$ cat src/rtl/lsu.sv
// Load/store unit: accepts one load/store per handshake and drives a byte-addressed data memory.
// Define LSU_MISALIGNED_EN to split misaligned H/HU/W accesses into byte accesses instead of faulting.
module lsu #(
    parameter int unsigned MEMORY_SIZE = 2048
) (
    input  logic        clk,
    input  logic        rst,
    input  logic        req_valid,
    output logic        req_ready,
    input  logic        req_we,
    input  logic [2:0]  req_funct3,
    input  logic [31:0] req_addr,
    input  logic [31:0] req_wdata,
    output logic        resp_valid,
    input  logic        resp_ready,
    output logic [31:0] resp_rdata,
    output logic        resp_fault,
    output logic [31:0] mem_addr,
    output logic [31:0] mem_write_data,
    output logic [1:0]  mem_data_mask,
    output logic        mem_write_en,
    output logic        mem_read_en,
    input  logic [31:0] mem_read_data
);

    typedef enum logic [1:0] {IDLE, ACCESS, SPLIT, RESP} state_t;

    state_t      state, state_next;
    logic        op_we;
    logic [2:0]  op_funct3;
    logic [31:0] op_addr;
    logic [31:0] op_wdata;
    logic [31:0] op_data;
    logic        op_fault;
    logic [1:0]  op_mask;
    logic [31:0] load_ext;

    logic        req_legal;
    logic        req_misaligned;
    logic        req_fault;
    logic [2:0]  req_size;
    logic [32:0] req_end;

`ifdef LSU_MISALIGNED_EN
    logic [1:0]  byte_idx;
    logic [1:0]  byte_last;

    always_comb begin
        case (op_funct3[1:0])
            2'b00:   byte_last = 2'd0;
            2'b01:   byte_last = 2'd1;
            default: byte_last = 2'd3;
        endcase
    end
`endif

    // Request decode: legality, bounds (33-bit so the end address cannot wrap) and alignment.
    always_comb begin
        case (req_funct3[1:0])
            2'b01:   req_size = 3'd2;
            2'b10:   req_size = 3'd4;
            default: req_size = 3'd1;
        endcase
        case (req_funct3)
            3'b000, 3'b001, 3'b010: req_legal = 1'b1;
            3'b100, 3'b101:         req_legal = !req_we;
            default:                req_legal = 1'b0;
        endcase
        req_end        = {1'b0, req_addr} + 33'(req_size);
        req_misaligned = (req_funct3[1:0] == 2'b01 && req_addr[0]) ||
                         (req_funct3[1:0] == 2'b10 && req_addr[1:0] != 2'b00);
`ifdef LSU_MISALIGNED_EN
        req_fault = !req_legal || (req_end > 33'(MEMORY_SIZE));
`else
        req_fault = !req_legal || (req_end > 33'(MEMORY_SIZE)) || req_misaligned;
`endif
    end

    // NOTE: sequential state uses non-blocking assignments so every register samples pre-edge values.
    always_ff @(posedge clk or posedge rst) begin
        if (rst) begin
            state     <= IDLE;
            op_we     <= 1'b0;
            op_funct3 <= 3'b000;
            op_addr   <= 32'd0;
            op_wdata  <= 32'd0;
            op_data   <= 32'd0;
            op_fault  <= 1'b0;
`ifdef LSU_MISALIGNED_EN
            byte_idx  <= 2'd0;
`endif
        end else begin
            state <= state_next;
            if (state == IDLE && req_valid) begin
                op_we     <= req_we;
                op_funct3 <= req_funct3;
                op_addr   <= req_addr;
                op_wdata  <= req_wdata;
                op_fault  <= req_fault;
                op_data   <= 32'd0;
`ifdef LSU_MISALIGNED_EN
                byte_idx  <= 2'd0;
`endif
            end
            if (state == ACCESS && !op_we) begin
                op_data <= mem_read_data;
            end
`ifdef LSU_MISALIGNED_EN
            if (state == SPLIT) begin
                if (!op_we) begin
                    op_data[{byte_idx, 3'b000} +: 8] <= mem_read_data[7:0];
                end
                byte_idx <= byte_idx + 2'd1;
            end
`endif
        end
    end

    always_comb begin
        case (op_funct3[1:0])
            2'b00:   op_mask = 2'b01;
            2'b01:   op_mask = 2'b10;
            default: op_mask = 2'b11;
        endcase
        case (op_funct3)
            3'b000:  load_ext = {{24{op_data[7]}}, op_data[7:0]};
            3'b001:  load_ext = {{16{op_data[15]}}, op_data[15:0]};
            3'b100:  load_ext = {24'd0, op_data[7:0]};
            3'b101:  load_ext = {16'd0, op_data[15:0]};
            default: load_ext = op_data;
        endcase
    end

    // NOTE: every output gets a default first (no latches); memory strobes decode from state only,
    // so the asynchronous return to IDLE on reset drops them before the next edge.
    always_comb begin
        state_next     = state;
        req_ready      = 1'b0;
        resp_valid     = 1'b0;
        resp_rdata     = 32'd0;
        resp_fault     = 1'b0;
        mem_addr       = 32'd0;
        mem_write_data = 32'd0;
        mem_data_mask  = 2'b00;
        mem_write_en   = 1'b0;
        mem_read_en    = 1'b0;
        case (state)
            IDLE: begin
                req_ready = !rst;
                if (req_valid) begin
`ifdef LSU_MISALIGNED_EN
                    state_next = req_fault ? RESP : (req_misaligned ? SPLIT : ACCESS);
`else
                    state_next = req_fault ? RESP : ACCESS;
`endif
                end
            end
            ACCESS: begin
                mem_addr       = op_addr;
                mem_data_mask  = op_mask;
                mem_write_en   = op_we;
                mem_read_en    = !op_we;
                mem_write_data = op_we ? op_wdata : 32'd0;
                state_next     = RESP;
            end
`ifdef LSU_MISALIGNED_EN
            SPLIT: begin
                mem_addr       = op_addr + {30'd0, byte_idx};
                mem_data_mask  = 2'b01;
                mem_write_en   = op_we;
                mem_read_en    = !op_we;
                mem_write_data = op_we ? {24'd0, op_wdata[{byte_idx, 3'b000} +: 8]} : 32'd0;
                if (byte_idx == byte_last) begin
                    state_next = RESP;
                end
            end
`endif
            RESP: begin
                resp_valid = 1'b1;
                resp_fault = op_fault;
                resp_rdata = (op_fault || op_we) ? 32'd0 : load_ext;
                if (resp_ready) begin
                    state_next = IDLE;
                end
            end
            default: state_next = IDLE;
        endcase
    end

endmodule

$ cat config.mk
export PLATFORM = sky130hd
export DESIGN_NAME = lsu
export DESIGN_NICKNAME = d
export VERILOG_FILES = /design/src/rtl/lsu.sv
export SDC_FILE = /design/constraint.sdc
export NUM_CORES = 1
export LEC_CHECK = 0
export ABC_AREA = 1
export ABC_CLOCK_PERIOD_IN_PS = 3550
export BUFFER_PORTS_ARGS = -buffer_cell sky130_fd_sc_hd__buf_4
export CAP_MARGIN = 0
export CORE_ASPECT_RATIO = 0.5
export CORE_MARGIN = 4
export CORE_UTILIZATION = 47
export CTS_BUF_LIST = sky130_fd_sc_hd__clkbuf_4
export DETAILED_ROUTE_END_ITERATION = 10
export GPL_TIMING_DRIVEN = 0
export PLACE_DENSITY = 0.79
export SLEW_MARGIN = 20
export SYNTH_ARGS = -nofsm -noshare
export SYNTH_HDL_FRONTEND = slang
export SYNTH_SLANG_ARGS = --single-unit
$ cat constraint.sdc
create_clock -name clk -period 3.55 [get_ports clk]
set_input_delay 0.71 -clock clk [delete_from_list [all_inputs] [get_ports clk]]
set_output_delay 0.71 -clock clk [all_outputs]
set_load 0.03 [all_outputs]
==> results_dict.tcl <==
set metrics [dict create \
    status "finished clean" \
    slew_violations 0 \
    yosysUniqueCellTypes 28 \
    synth_flop_cell "dfrtp_1" \
    grt_busiest_layer "met2" \
    syn2layout_area_growth_pct 32.7 \
    netlist_area_mm2 0.00584 \
    synthCells 838 \
    r2r_end "op_funct3[0]" \
    grtUsageMet2_pct 41.7 \
    reg2reg_depth 7 \
    crit_path_end "resp_rdata[23]" \
    wl_um 17500 \
    die_area_mm2 0.0144 \
    reg2reg_slack_ps 1500 \
    fp.dieW_um 166 \
    cts-buffers-inserted 9 \
    finalPower_mw 4.81 \
    yosys-top-cells-count "223 x nand2_1, 138 x nor2_1, 124 x inv_1, 103 x dfrtp_1, 91 x o21ai_0" \
    fin_util_pct 64.7 \
    cp-start-kind "flip-flop" \
    syn_avg_cell_area_um2 6.97 \
    cp.required_ps 2840 \
    hold_viol 0 \
    drtIter0Drc 357 \
    path_max_fanout 10 \
    skew_ps 14.7 \
    arrival_ps 2520 \
    routed-via-count 6017 \
    yosys_warnings 0 \
    yosys.area.top_type "dfrtp_1" \
    grt_max_degree 75 \
    ys_ff_latch 103 \
    row_count 28 \
    drc 0 \
    cts_sinks 103 \
    port_buffers 205 \
    yosysMostFrequentCell "nand2_1" \
    power_switching_mw 2.21 \
    cts_buffer_depth 2 \
    rsz0062_at_grt "false" \
    start_util_pct 48.8 \
    tightest_slew_ps 661 \
    synthAdderAreaFrac_pct 1.84 \
    fin_area_mm2 0.00775 \
    ys_top_cells_by_area "dfrtp_1 44%, nand2_1 14%, nor2_1 8.9%" \
    power_density_mw_per_mm2 620 \
    synth_compound_area_share_pct 10.4 \
    synth.area.mux_share_pct 0 \
    power.leakage_nw 3.99 \
    setup_viol 0 \
    pwr-share-clk_pct 12.4 \
    wl_per_cell_um 14.3 \
    p_sw_share_pct 46.1 \
    post_cts_buffers 0 \
    viasPerCell 4.91 \
    synth_top_area_share_pct 44.1 \
    fp.coreArea_mm2 0.0120 \
    path_class "flip-flop to output port" \
    synth-xor-area-share_pct 1.65 \
    ir_drop_mv 0.273 \
    holdBufCountCts 0 \
    ys_seq_area_share_pct 44.1 \
    nets 1167 \
    ant_nets 0 \
    r2r_start "state[1]" \
    ioPinCount 207 \
    antenna_found_initial 0 \
    grt_pass1_vias 5856 \
    htreeDepth 3 \
    gpl.final_weighted_congestion 0.922 \
    clkSlewWorstSetupHoldPaths_ps 170 \
    clk_latency_ps 480 \
    die-height_um 86.8 \
    grt_pass1_wl_um 28300 \
    met3_usage_pct 4.65 \
    async_flop_share_pct 100 \
    maxCapViolCount 0 \
    grt_usage_pct 23.9 \
    p_int_mw 2.59 \
    synth_edf_count 0 \
    grt_use_met1_pct 31.3 \
    post_cts_resized 0 \
    hpwl_um 13800 \
    p_seq_share_pct 38.6 \
    power_frac_comb_pct 49.0 \
    drtPass1Iterations 5 \
    drive_gt1_share_pct 23.8 \
    synth_top_family_by_area "simple AND/OR/NAND/NOR gates" \
    period_needed_ps 3230 \
    yosys.area_share.simple_pct 31.7 \
    clock_tree.root_cell "clkbuf_4" \
    min_path_type "primary input to asynchronous set/reset pin" \
    fmax_mhz 310 \
    startpoint "op_funct3[1]" \
    hold_ws_ps 178 \
    syn-num-nets 950 \
    slew_headroom_pct 55.9 \
    cts_tree "yes" \
    grt_overflow_total 0 \
    fin_crit_sh_pct 90.9 \
    dpl_cell_area_mm2 0.00762 \
    end_kind "output port" \
]
[how the worst min path moves through the flow]
stage / startpoint / endpoint / depth (start not counted)
6_report: rst / state[0] / 2
5_1_grt: rst / state[0] / 2
4_1_cts: rst / state[0] / 2
3_5_place_dp: op_wdata[31] / op_wdata[31] / 2
3_3_place_gp: op_wdata[31] / op_wdata[31] / 2
2_1_floorplan: op_wdata[31] / op_wdata[31] / 2
[cells by family (layout without fill, tap and decap cells)]
logic type                 after synthesis  after routing
AOI/OAI and AO/OA                      118            118
xor gates and xnor gates                11             11
adders and majority gates                8              8
buffers and inverters                  158            380
DFF                                    103            103
other                                    0              1
and+or+nand+nor                        440            440
[worst max-delay path, cell delays in order (launching register included)]
cell,delay [ps]
dfrtp_1,410
nor2_1,180
inv_2,120
nor3_2,490
o311ai_2,240
buf_2,250
a21oi_1,170
buf_4,190
[layout by cell type, fill, tap and decap left out, drive strengths merged, types with 24 or more instances in the layout]
cell	count
clkbuf	27
buf	220
nand2	229
inv	130
nand3	30
dfrtp	103
a21oi	24
nor2	152
o21ai	91
[power groups by stage]
stage               clock, mW  combinational (mW)  sequential [mW]
floorplan                   0                1.55             1.84
global placement            0                2.29             1.87
detailed placement          0                2.35             1.88
CTS                     0.616                2.36             1.85
global route            0.663                2.62             1.90
finish                  0.594                2.36             1.86
[registers in the layout, indices dropped and copies added, names as in the netlist]
signal,cells
state,2
op_data,32
op_we,1
op_funct3,3
op_addr,32
op_wdata,32
op_fault,1
[metal layers]
metal | share of wire [%] | up-vias | wire length, µm
met4 | 1.5 | 0 | 269
met5 | 0 | - | 0
met2 | 49 | 177 | 8600
met1 | 44 | 2812 | 7780
met3 | 4.9 | 24 | 856
li1 | - | 3004 | -
[per-stage QoR]
stage	TNS, ps	setup slack, ps	instances
floorplan	0	136	838
global placement	-110830	-1080	1208
detailed placement	0	228	1209
CTS	0	353	1225
global route	0	151	1225
finish	0	322	1226
[layout make-up]
type	count	area, µm²
Buffer	32	131
Multi-Input combinational cell	577	2660
Antenna cell	1	2.50
Fill cell	1096	4230
Clock inverter	7	61.3
Timing Repair Buffer	206	1570
Inverter	126	478
Tap cell	165	206
Clock buffer	9	67.6
Sequential cell	103	2580
Power figures use the tool's default switching activity.
